`src/rtl/clk_divider_prog.sv`:
```
// -----------------------------------------------------------------------------
// clk_divider_prog
//
// Runtime-programmable multi-channel clock divider. Each channel counts system
// clock cycles and wraps every D = max(active_div, 1) enabled cycles. On each
// wrap the channel emits a one-cycle tick and toggles a 50 % square wave
// (period 2*D). New divisors land in a shadow register and only become active
// at the channel's next wrap or at a global sync, so a running period is never
// cut short by a smaller divisor.
//
// Parameters
//   N_CH        number of channels (1..16)
//   CH_W        width of i_load_ch, N_CH <= 2**CH_W
//   CNT_W       width of counters and divisor registers
//   DEFAULT_DIV divisor loaded into every channel at reset
//
// Ports
//   i_clk       system clock, rising edge
//   i_rst       synchronous reset, active-low
//   i_en        global count enable; low freezes all channels
//   i_sync      one-cycle pulse; restarts all channels in phase
//   i_load      one-cycle pulse; writes i_load_div into channel i_load_ch
//   i_load_ch   target channel for a load (values >= N_CH are ignored)
//   i_load_div  new divisor (0 behaves as 1)
//   o_tick      per-channel one-cycle strobe on wrap, registered
//   o_out_clk   per-channel square wave, registered
//   o_pending   per-channel flag: loaded divisor not yet active
//
// Handshake: there is no valid/ready flow control. i_load and i_sync are
// single-cycle command strobes that are always accepted on the edge where
// they are high; the block never stalls them.
// -----------------------------------------------------------------------------
module clk_divider_prog #(
  parameter int          N_CH        = 4,
  parameter int          CH_W        = 2,
  parameter int          CNT_W       = 32,
  parameter int unsigned DEFAULT_DIV = 25000
) (
  input  logic             i_clk,
  input  logic             i_rst,
  input  logic             i_en,
  input  logic             i_sync,
  input  logic             i_load,
  input  logic [CH_W-1:0]  i_load_ch,
  input  logic [CNT_W-1:0] i_load_div,
  output logic [N_CH-1:0]  o_tick,
  output logic [N_CH-1:0]  o_out_clk,
  output logic [N_CH-1:0]  o_pending
);

  localparam logic [CNT_W-1:0] C_DEFAULT_DIV = CNT_W'(DEFAULT_DIV);
  localparam logic [CNT_W-1:0] C_ONE         = CNT_W'(1);

  for (genvar gi = 0; gi < N_CH; gi++) begin : g_ch
    logic [CNT_W-1:0] r_cnt;
    logic [CNT_W-1:0] r_active_div;
    logic [CNT_W-1:0] r_shadow_div;
    logic             r_pending;
    logic             r_tick;
    logic             r_out_clk;

    logic [CNT_W-1:0] w_div_eff;
    logic             w_load_hit;
    logic             w_wrap;

    // A zero divisor is stored as written but counts as 1.
    assign w_div_eff  = (r_active_div == '0) ? C_ONE : r_active_div;
    // Channel indices >= N_CH match no generate instance, so such loads
    // fall through with no effect.
    assign w_load_hit = i_load && (i_load_ch == CH_W'(gi));
    // The wrap decision always uses the divisor active before this edge.
    assign w_wrap     = i_en && (r_cnt == (w_div_eff - C_ONE));

    always_ff @(posedge i_clk) begin
      if (!i_rst) begin
        r_cnt        <= '0;
        r_active_div <= C_DEFAULT_DIV;
        r_shadow_div <= C_DEFAULT_DIV;
        r_pending    <= 1'b0;
        r_tick       <= 1'b0;
        r_out_clk    <= 1'b0;
      end else if (i_sync) begin
        // Sync restarts the phase and is a divisor-update point, like a wrap.
        r_cnt     <= '0;
        r_tick    <= 1'b0;
        r_out_clk <= 1'b0;
        r_pending <= 1'b0;
        if (w_load_hit) begin
          r_active_div <= i_load_div;
          r_shadow_div <= i_load_div;
        end else if (r_pending) begin
          r_active_div <= r_shadow_div;
        end
      end else if (w_wrap) begin
        r_cnt     <= '0;
        r_tick    <= 1'b1;
        r_out_clk <= ~r_out_clk;
        r_pending <= 1'b0;
        // A load on the wrap edge goes straight to the active divisor.
        if (w_load_hit) begin
          r_active_div <= i_load_div;
          r_shadow_div <= i_load_div;
        end else if (r_pending) begin
          r_active_div <= r_shadow_div;
        end
      end else begin
        // Counting without wrap, or frozen by en=0; loads only reach the shadow.
        if (i_en) begin
          r_cnt <= r_cnt + C_ONE;
        end
        r_tick <= 1'b0;
        if (w_load_hit) begin
          r_shadow_div <= i_load_div;
          r_pending    <= 1'b1;
        end
      end
    end

    assign o_tick[gi]    = r_tick;
    assign o_out_clk[gi] = r_out_clk;
    assign o_pending[gi] = r_pending;
  end

endmodule

```
`config.mk`:
```
export PLATFORM = sky130hd
export DESIGN_NAME = clk_divider_prog
export DESIGN_NICKNAME = d
export VERILOG_FILES = /design/src/rtl/clk_divider_prog.sv
export SDC_FILE = /design/constraint.sdc
export NUM_CORES = 1
export LEC_CHECK = 0
export BUFFER_PORTS_ARGS = -buffer_cell sky130_fd_sc_hd__buf_2
export CORE_MARGIN = 10
export CORE_UTILIZATION = 48
export DETAILED_ROUTE_END_ITERATION = 7
export GPL_ROUTABILITY_DRIVEN = 0
export SKIP_CTS_REPAIR_TIMING = 1
export SLEW_MARGIN = 20
export SYNTH_ARGS = -nofsm -noshare
export SYNTH_HDL_FRONTEND = slang
export SYNTH_SLANG_ARGS = --single-unit
```
`constraint.sdc`:
```
create_clock -name i_clk -period 9.6 [get_ports i_clk]
set_clock_uncertainty 0.15 [all_clocks]
set_input_delay 0.48 -clock i_clk [delete_from_list [all_inputs] [get_ports i_clk]]
set_output_delay 0.48 -clock i_clk [all_outputs]
set_load 0.1 [all_outputs]
```
Yosys cells after proc, flatten, opt, wreduce, memory -nomap -nowiden
Cells that the tools add are included.

word-level totals
  bits in registers = 396
  bits of input ports = 39
  output and inout port bits = 12
  word-level logic and storage cells = 90

operators by class
  add/subtract/negate cells = 8
  equal/unequal tests = 7
  multiplexer cells = 24
  bitwise logic cells = 5
  reductions and logical operators = 22

operators with widths
  kind                                                 number
  two-way mux 32 bit                                   20
  adder 32 x 1 -> 32 bit, second input constant        4
  equality test 32 bit                                 4
  zero test 32 bit                                     4
  subtractor 32 x 1 -> 32 bit, second input constant   4
  OR reduction 3 bit                                   4
  logical AND 1 bit                                    8
  nonzero test 2 bit                                   4
  NOT 1 bit                                            5
  equality test 2 bit, second input constant           2
  two-way mux 1 bit                                    4
  equality test 2 x 1 -> 1 bit, second input constant  1
  zero test 2 bit                                      1
  OR reduction 2 bit                                   1

Logic depth before layout (Yosys ltp)
Gate-level depths: netlist (run 1).

  depth after elaboration = 7
  gate-level depth with buffers = 19
  depth with buffers taken out = 14

Least setup slack after synthesis (run 1)
OpenSTA, ideal clock, no wires.

  path kind = flip-flop to flip-flop
  from = register g_ch[0].r_active_div[20]
  to = register g_ch[0].r_active_div[2]
  setup time = 0.121 ns
  data arrival time = 4.789 ns
  required time = 9.329 ns
  path slack = 4.540 ns
  cell stages (with the launch flop) = 19
  path buffers = 4
  clock period less this slack = 5.060 ns
  cells stage by stage = dfxtp_1 or4_1 or4_1 clkbuf_1 nor4_1 nor2_1 ha_1 or4b_2 clkbuf_1 or4_1 clkbuf_1 nor2_1 xnor2_1 a211o_1 a22oi_1 nand4_1 a21oi_1 buf_2 mux2_2

between the ends
  word-level cells in the longest chain between the ends = 6

ends and longest elaborated chain
  item                            line  text
  start: declaration              56    logic [CNT_W-1:0] r_active_div;
  start signal: assignment        89    r_active_div <= i_load_div;
  start signal: assignment        92    r_active_div <= r_shadow_div;
  start signal: assignment        101   r_active_div <= i_load_div;
  zero test 32 bit                67    assign w_div_eff = (r_active_div == '0) ? C_ONE : r_active_div;
  two-way mux 32 bit *            67
  subtractor 32 x 1 -> 32 bit *   72    assign w_wrap = i_en && (r_cnt == (w_div_eff - C_ONE));
  equality test 32 bit *          72
  logical AND 1 bit *             72
  nonzero test 2 bit (no line) *  --

Every way passes the cells marked *; elsewhere a longest branch is shown, timed or not.
A chain may end at the register's enable or synchronous reset.

Final worst setup path (run 1)
  from = register g_ch[2].r_active_div[9]
  to = register g_ch[2].r_active_div[0]

between the ends
  word-level cells in the longest chain between the ends = 6

ends and longest elaborated chain
  item                            line
  start: declaration              56
  start signal: assignment        89
  start signal: assignment        92
  start signal: assignment        101
  zero test 32 bit                67
  two-way mux 32 bit *            67
  subtractor 32 x 1 -> 32 bit *   72
  equality test 32 bit *          72
  logical AND 1 bit *             72
  nonzero test 2 bit (no line) *  --

Marks and branches as above.

==> impl_metrics.tcl, run 1 <==
set metrics [dict create \
    vias 16670 \
    reg2reg_from "g_ch[2].r_active_div[9]$_SDFFE_PN0P_" \
    core_area_sq_mm 0.04317 \
    area_growth_pct 9.668 \
    r2r_slack_ns 3.78 \
    ir_drop_uv 93.59 \
    synth.largest_area_cell "dfxtp_1" \
    min_path_cells 3 \
    viasPerCell 5.613 \
    cts_root_buffer "clkbuf_16" \
    antenna_found_initial 0 \
    die_y_um 229.4 \
    async_flop_share 0 \
    crit_type "register to register" \
    yosysTopAreaCellShare 0.3767 \
    synth.avg_cell_area_sq_um 8.872 \
    hp-class "primary input to register" \
    die_w_um 229.4 \
    rsz0062_at_grt "no" \
    r2r_cells 14 \
    grt_pass1_vias 15510 \
    drive_gt1_frac 0.09644 \
    cts_buffers 44 \
    setup_viol 0 \
    hold_start "i_load_div[9]" \
    syn-num-nets 2419 \
    grt_start_max_net_pins 106 \
    synth_most_common_cell "dfxtp_1" \
    finalCriticalPeriod_ns 5.821 \
    io_buffers 50 \
    cts.path.max_buffers 3 \
    finalNetCount 2400 \
    cts_tree "yes" \
    syn_inst 2372 \
    p_leak_uw 0.008961 \
    cp_max_fo 32 \
    period_share 0.6064 \
    start_util 0.4875 \
    grt_pass1_wl_um 85970 \
    arrival_ns 6.13 \
    diodes 0 \
    final_cells 2970 \
    first_pass_iters 5 \
    yosysWarnings 0 \
    yosys-top-cells-count "396 x dfxtp_1, 228 x nor2_1, 191 x nand2_1" \
    synth_area_leaders "dfxtp_1 38%, xnor2_1 6.0%, mux2i_1 5.2%" \
    die_area_sq_mm 0.05262 \
    htreeDepth 2 \
    drcViolationCount 0 \
    synth-edff-count 0 \
    worstHoldEndpoint "g_ch[3].r_shadow_div[9]$_SDFFE_PN0P_" \
    pwr_density_cell_mw_per_mm2 154.7 \
    ys.flop_type "dfxtp_1" \
    syn-cell-area_sq_mm 0.02104 \
    grt_usage 0.2007 \
    ys_types 77 \
    finalHoldViolCount 0 \
    yosysSeqAreaShare 0.3767 \
    clock_latency_ns 0.58 \
    grt_overflow 0 \
    fmax_mhz 171.8 \
    final_util 0.5346 \
    antenna_left 0 \
    ys_ff_latch 396 \
    pin_count 51 \
    status "finished clean" \
    slew_headroom 0.2079 \
    rr_endpoint "g_ch[2].r_active_div[0]$_SDFFE_PN0P_" \
    clkTransAtPathRegs_ns 0.06 \
    setup.worst_path.end_class "register" \
    tightest_slew_ns 1.186 \
    drtIter0Drc 1158 \
    num-fill-cells 4087 \
    routedWlPerCell_um 18.39 \
    p_total_uw 3571 \
    slew_violations 0 \
    cts.sinks 396 \
    required_ns 9.91 \
    rows 76 \
    critPathLaunchType "register" \
    drt-total-wl_um 54630 \
    dp_cells 2890 \
    dp_hpwl_um 38950 \
    final.setup.tns_ns 0 \
    max_cap_violations 0 \
]
-- cells by family after synthesis --
family,share of synthesized area
simple gates,0.2765
flops,0.3767
xor+xnor,0.1086
mux,0.1262
compound gates,0.07515
buf+inv,0.03205
fa+ha+maj,0.004757
-- sequential cells by signal (all words and copies together) (netlist names) --
name	cells
g_ch.r_tick	4
g_ch.r_shadow_div	128
g_ch.r_active_div	128
g_ch.r_out_clk	4
g_ch.r_cnt	128
g_ch.r_pending	4
-- layout by cell type (no fill, tap or decap), types with 9 or more instances in the layout --
master / instances
a21boi_0: 28
a21oi_1: 33
a31oi_1: 14
and2_1: 150
and3_1: 29
and4_1: 9
buf_2: 49
buf_4: 13
clkbuf_1: 12
clkbuf_16: 45
dfxtp_1: 396
inv_1: 25
mux2_1: 58
mux2_2: 40
mux2_4: 30
mux2i_1: 110
nand2_1: 190
nand2b_1: 39
nand3_1: 67
nand3b_1: 14
nand4_1: 50
nor2_1: 228
nor2b_1: 86
nor3_1: 60
nor4_1: 60
o2111ai_1: 11
o211ai_1: 10
o21ai_0: 29
or2_2: 10
or3_1: 25
or4_1: 42
xnor2_1: 145
xor2_1: 116
-- critical path: stages (launching register included) --
cell and delay (ns):
dfxtp_1 0.38, or4_4 0.59, or4_1 0.64, nor4_4 0.42, nor2_1 0.09, ha_1 0.26
or4b_1 0.25, or4_1 0.33, or4_1 0.20, o211ai_1 0.09, nor4_1 0.34, nand4_1 0.14
or4_1 0.49, o41a_2 0.86, mux2_1 0.46
-- cell type report --
class	instances	area, sq um	share of cell area
Multi-Input combinational cell	1821	12480	0.5407
Clock inverter	13	155.1	0.006723
Tap cell	585	732.0	0.03172
Timing Repair Buffer	65	409.1	0.01773
Clock buffer	65	1281	0.05552
Sequential cell	396	7928	0.3435
Inverter	25	93.84	0.004066
-- worst max path at each step --
stage                                          startpoint                                     to  slack, ns  cells past startpoint
global route        g_ch[2].r_active_div[21]$_SDFFE_PN0P_   g_ch[2].r_active_div[0]$_SDFFE_PN0P_       3.44                     14
CTS                 g_ch[1].r_active_div[16]$_SDFFE_PN0P_  g_ch[1].r_active_div[31]$_SDFFE_PN0P_       3.74                     13
finish               g_ch[2].r_active_div[9]$_SDFFE_PN0P_   g_ch[2].r_active_div[0]$_SDFFE_PN0P_       3.78                     14
detailed placement  g_ch[1].r_active_div[16]$_SDFFE_PN0P_   g_ch[1].r_active_div[0]$_SDFFE_PN0P_       3.78                     13
floorplan           g_ch[0].r_active_div[20]$_SDFFE_PN0P_   g_ch[0].r_active_div[2]$_SDFFE_PN0P_       4.54                     18
global placement     g_ch[1].r_active_div[9]$_SDFFE_PN0P_  g_ch[1].r_active_div[31]$_SDFFE_PN0P_       3.88                     14
-- layer usage --
layer / GRT usage / wire (um)
met1: 0.2712 / 25550
met2: 0.3201 / 24740
met3: 0.02781 / 2657
met4: 0.07304 / 1678
met5: 0 / 0
-- report_power, final --
| part | leakage (uW) | total (uW) | internal (uW) | switching (uW) |
|---|---|---|---|---|
| clock | 0.000710 | 1690 | 1000 | 684 |
| combinational | 0.00505 | 196 | 70.6 | 126 |
| sequential | 0.00320 | 1690 | 1670 | 17.0 |
-- per-stage QoR --
step	hold WS, ns	setup WS (ns)	cell area (sq um)
floorplan	0.2820	4.540	21040
global placement	0.2963	3.881	21580
detailed placement	0.3007	3.779	21580
CTS	0.09122	3.744	23010
global route	0.1199	3.440	23080
finish	0.1114	3.779	23080
No activity file was read; power rests on OpenSTA's default activity.
==> run 2: changes to the inputs <==
Settings changed: PLACE_DENSITY set to 0.66.
Clock period 9.6 ns to 4.7 ns, I/O delays scaled along.
==> run 2 against run 1 <==
  * The run now ends with negative setup slack left
  * Die area is the same
  * Final cell count increased by 6.3%
  * Sequential cell count unchanged
  * Global-route usage increased by 0.66 points
  * Worst hold slack gained 0.019 ns
  * Non-clock buffer count grew 188
  * Combinational power is 140% higher
  * Critical endpoint is now g_ch[2].r_active_div[27]$_SDFFE_PN0P_
  * Via count grew 5.7%
  * Routed wire length increased by 5.7%
==> impl_metrics.tcl, run 2 (synthesized netlist as in run 1, its figures left out) <==
set metrics [dict create \
    status "finished with violations" \
    violations "negative setup slack" \
    drtIter0Drc 1172 \
    setup_viol 32 \
    rows 76 \
    top_regs "g_ch.r_active_div x128, g_ch.r_cnt x128, g_ch.r_shadow_div x128" \
    r2r_cells 15 \
    viasPerCell 5.583 \
    clock_latency_ns 0.58 \
    hold_start "i_en" \
    drive_gt1_frac 0.1602 \
    period_share 1.022 \
    finalHoldViolCount 0 \
    rsz0062_at_grt "yes" \
    whs_ns 0.1306 \
    required_ns 5.02 \
    io_buffers 50 \
    cts.sinks 396 \
    fin_ws_ns -0.1050 \
    antenna_left 0 \
    vias 17630 \
    die_area_sq_mm 0.05262 \
    num-fill-cells 3742 \
    die_w_um 229.4 \
    grt_start_max_net_pins 113 \
    min_path_cells 3 \
    area_growth_pct 18.99 \
    cts_tree "yes" \
    antenna_found_initial 0 \
    r2r_slack_ns -0.10 \
    seqPwrFrac 0.441 \
    die_y_um 229.4 \
    dp_hpwl_um 41100 \
    place_ws_ns -0.1179 \
    p_leak_uw 0.01012 \
    arrival_ns 5.12 \
    grt_usage 0.2072 \
    setup.worst_path.end_class "register" \
    fmax_mhz 208.1 \
    hp-class "primary input to register" \
    clkTransAtPathRegs_ns 0.06 \
    grt_pass1_wl_um 89770 \
    pwr_density_cell_mw_per_mm2 310.5 \
    ir_drop_uv 210.1 \
    layout_common_cells "395 x dfxtp_1, 228 x nor2_1, 191 x nand2_1" \
    crit_type "register to register" \
    cts_root_buffer "clkbuf_16" \
    cts.path.max_buffers 3 \
    core_area_sq_mm 0.04317 \
    switching_share 0.2244 \
    cts_buffers 42 \
    drcViolationCount 0 \
    max_cap_violations 0 \
    diodes 0 \
    intPower_uw 6031 \
    routedWlPerCell_um 18.29 \
    slew_violations 0 \
    clkPwrFrac 0.497 \
    cp_max_fo 8 \
    first_pass_iters 7 \
    p_sw_uw 1745 \
    grt_pass1_vias 16840 \
    layout_commonest_cell "dfxtp_1" \
    reg2reg_from "g_ch[2].r_active_div[12]$_SDFFE_PN0P_" \
    p_comb_frac 0.061 \
    rr_endpoint "g_ch[2].r_active_div[27]$_SDFFE_PN0P_" \
    worstHoldEndpoint "g_ch[0].r_cnt[1]$_SDFFE_PP0P_" \
    htreeDepth 2 \
    drt-total-wl_um 57740 \
    finalCriticalPeriod_ns 4.805 \
    grt_overflow 0 \
    pin_count 51 \
    start_util 0.4875 \
    critPathLaunchType "register" \
    finalNetCount 2586 \
    tightest_slew_ns 1.058 \
    slew_headroom 0.2933 \
]
## run 2: changes by cell type in the layout (fill, tap and decap cells not counted), moves of 3 or more
cell | previous run | this run
buf_4 | 13 | 152
dlygate4sd3_1 | 0 | 37
or4_1 | 42 | 31
or4_4 | 1 | 12
bufinv_16 | 3 | 11
buf_12 | 0 | 7
clkbuf_1 | 12 | 5
nor4_1 | 60 | 56
buf_6 | 1 | 4
nor4_2 | 3 | 6
## run 2: layout make-up
cell class                      instances  area (sq um)  share of cell area
Clock buffer                           57          1219             0.04867
Clock inverter                         20         394.1             0.01574
Inverter                               25         93.84            0.003748
Multi-Input combinational cell       1821         12630              0.5044
Sequential cell                       396          7929              0.3166
Tap cell                              585         732.0             0.02923
Timing Repair Buffer                  253          2042             0.08155
## run 2: how the worst max path moves through the flow
stage	end	from	cells past startpoint
detailed placement	g_ch[2].r_active_div[0]$_SDFFE_PN0P_	g_ch[2].r_active_div[12]$_SDFFE_PN0P_	15
CTS	g_ch[1].r_active_div[27]$_SDFFE_PN0P_	g_ch[1].r_active_div[26]$_SDFFE_PN0P_	15
finish	g_ch[2].r_active_div[27]$_SDFFE_PN0P_	g_ch[2].r_active_div[12]$_SDFFE_PN0P_	15
global placement	g_ch[2].r_active_div[0]$_SDFFE_PN0P_	g_ch[2].r_active_div[12]$_SDFFE_PN0P_	15
global route	g_ch[2].r_active_div[27]$_SDFFE_PN0P_	g_ch[2].r_active_div[12]$_SDFFE_PN0P_	15
floorplan	g_ch[2].r_active_div[10]$_SDFFE_PN0P_	g_ch[2].r_active_div[12]$_SDFFE_PN0P_	16
## run 2: critical path: stages, from the launching register on
cell	delay (ns)
dfxtp_2	0.32
or4_4	0.52
or4_4	0.51
nor4_4	0.17
nor2_1	0.09
ha_2	0.20
and2_1	0.17
o21a_1	0.18
o31ai_1	0.37
nand2_1	0.13
nor4_2	0.28
nand4_1	0.14
or4_4	0.51
o41a_4	0.44
clkbuf_16	0.21
mux2_4	0.30
## run 2: metrics by stage
stage / TNS [ns] / instances / util / power, uW / area (sq um)
after floorplan: 0 / 2372 / - / 3775 / 21100
final: -2.472 / 3157 / 0.5800 / 7776 / 25040
after CTS: -8.109 / 3113 / 0.5648 / 7794 / 24380
after global routing: -7.216 / 3157 / 0.5800 / 8004 / 25040
after detailed placement: -6.193 / 3036 / 0.5274 / 3941 / 22770
after global placement: -2.101 / 3036 / 0.5274 / 3932 / 22770
## run 2: per-layer routing
metal	share of wire	vias to the layer above	global-route usage	routed length (um)
met5	0	-	0	0
met4	0.034	0	0.07594	1985
met3	0.050	116	0.03337	2908
met2	0.47	493	0.3444	26970
met1	0.45	8383	0.2658	25880
li1	-	8634	-	-
## run 2: power by group through the flow
stage                     sequential, uW  combinational (uW)  clock [uW]
after floorplan                     3500                 272           0
after global placement              3500                 428           0
after detailed placement            3510                 434           0
after CTS                           3430                 437        3930
after global routing                3430                 512        4060
final                               3430                 477        3870
==> run 3: changes to the inputs <==
Settings changed: CORE_UTILIZATION 48 to 45, PLACE_DENSITY 0.66 to not set.
==> run 3 against run 2 <==
  * The run still ends with negative setup slack left
  * Routed wire length is 1.5% higher
  * Sequential power hardly changed
  * Sequential share of layout area is 0.097 points higher
  * Critical path depth stayed put
  * Setup slack better by 0.096 ns
  * Final area is 0.19% lower
  * Critical path type unchanged
==> impl_metrics.tcl, run 3 (synthesized netlist as in run 1, its figures left out) <==
set metrics [dict create \
    pin_count 51 \
    grt_pass1_wl_um 91950 \
    antenna_left 0 \
    die_w_um 236.3 \
    cts_buffers 44 \
    dp_hpwl_um 42220 \
    period_share 1.002 \
    ir_drop_uv 282.7 \
    grt_usage 0.1997 \
    drt-total-wl_um 58590 \
    drtIter0Drc 1347 \
    max_stage_delay_ns 0.53 \
    antenna_found_initial 0 \
    cts_tree "yes" \
    grt_pass1_vias 17220 \
    finalCriticalPeriod_ns 4.709 \
    finalNetCount 2596 \
    intPower_uw 5658 \
    core_area_sq_mm 0.04636 \
    setup.worst_path.end_class "register" \
    finalHoldViolCount 0 \
    min_path_cells 4 \
    cp_max_fo 8 \
    max_cap_violations 0 \
    status "finished with violations" \
    drive_gt1_frac 0.1671 \
    crit_type "register to register" \
    area_growth_pct 18.76 \
    num-fill-cells 4243 \
    start_util 0.4539 \
    dpl-instance-area_sq_mm 0.02293 \
    htreeDepth 2 \
    final_util 0.5391 \
    worstPathBufferInverterCount 1 \
    required_ns 5.01 \
    final.setup.tns_ns -0.03019 \
    fin_ws_ns -0.009443 \
    tightest_slew_ns 0.9110 \
    design_area_sq_mm 0.02499 \
    grt_overflow 0 \
    rows 79 \
    p_comb_frac 0.066 \
    cts.path.max_buffers 3 \
    cts.sinks 396 \
    violations "negative setup slack" \
    path_common_cell "or4_4" \
    cp_cell_sequence "or4_4 > or4_4 > nor4_4 > nor2_1 > ha_2 > or4b_4 > nor2_1 > xnor2_1 > and2_1 > o31a_1 > a2111o_1 > or4_4 > o41a_4 > clkbuf_16 > mux2_4" \
    arrival_ns 5.02 \
    rsz0062_at_grt "yes" \
    vias 17650 \
    slew_headroom 0.3908 \
    slew_violations 0 \
    cp_slowest_cell "or4_4" \
    clock_latency_ns 0.58 \
    clkPwrFrac 0.469 \
    pwr_density_cell_mw_per_mm2 295.4 \
    layout_commonest_cell "dfxtp_1" \
    cts_root_buffer "clkbuf_16" \
    r2r_cells 15 \
    top_regs "g_ch.r_active_div x128, g_ch.r_cnt x128, g_ch.r_shadow_div x128" \
    clkTransAtPathRegs_ns 0.06 \
    layout_common_cells "388 x dfxtp_1, 228 x nor2_1, 191 x nand2_1" \
    setup_viol 9 \
    die_y_um 236.3 \
    p_sw_uw 1725 \
    p_leak_uw 0.01009 \
    routedWlPerCell_um 18.39 \
    io_buffers 50 \
    critPathTopFamily "simple AND/OR/NAND/NOR gates" \
    viasPerCell 5.539 \
    seqPwrFrac 0.465 \
    die_area_sq_mm 0.05581 \
    drcViolationCount 0 \
    fmax_mhz 212.3 \
    diodes 0 \
    hp-class "primary input to register" \
    grt_start_max_net_pins 188 \
    switching_share 0.2336 \
    critPathLaunchType "register" \
    first_pass_iters 5 \
    crit_cells 15 \
]
run 3: worst paths after layout:
| path | start | slack, ns | end |
|---|---|---|---|
| worst max register to register | g_ch[2].r_active_div[9]$_SDFFE_PN0P_ | -0.009 | g_ch[2].r_active_div[25]$_SDFFE_PN0P_ |
| worst max-delay path | g_ch[2].r_active_div[9]$_SDFFE_PN0P_ | -0.009 | g_ch[2].r_active_div[25]$_SDFFE_PN0P_ |
| worst min register to register | g_ch[0].r_shadow_div[14]$_SDFFE_PN1P_ | 0.32 | g_ch[0].r_shadow_div[14]$_SDFFE_PN1P_ |
| worst min-delay path | i_sync | 0.03 | g_ch[2].r_out_clk$_SDFFE_PP0P_ |
run 3: area by class of cell:
type	instances	area, sq um	share of cell area
clock buffer	68	1373	0.05492
clock inverter	8	73.82	0.002954
inverter	25	93.84	0.003755
multi-input combinational	1821	12640	0.5060
sequential	396	7938	0.3176
tap	607	759.5	0.03039
timing repair buffer	261	2110	0.08441
run 3: tightest hold or removal path, delay by kind of cell:
| kind | cells | cell delay, ns |
|---|---|---|
| and+or+nand+nor | 2 | 0.25 |
| muxes | 1 | 0.06 |
| buffers and inverters | 1 | 0.14 |
run 3: metrics by stage:
stage / power, uW / hold WS (ns) / instances / setup slack [ns]
floorplan: 3775 / 0.2251 / 2372 / 0.006116
detailed placement: 3952 / 0.3044 / 3071 / -0.1247
global placement: 3944 / 0.2945 / 3071 / -0.08541
CTS: 7420 / -0.1533 / 3147 / -0.1377
global route: 7632 / 0.05092 / 3186 / -0.1746
finish: 7383 / 0.02919 / 3186 / -0.009443
run 3: layer usage:
layer	up-vias	global-route usage	wire length [um]
met5	-	0	0
met4	0	0.06717	1673
met3	104	0.03080	2913
met2	450	0.3265	26870
met1	8477	0.2632	27140
li1	8615	-	-
run 3: power groups by stage:
stage / Combinational (uW) / Sequential (uW) / Clock [uW]
final: 486 / 3430 / 3460
after global routing: 523 / 3440 / 3670
after CTS: 448 / 3430 / 3540
after detailed placement: 446 / 3510 / 0
after global placement: 440 / 3500 / 0
after floorplan: 272 / 3500 / 0
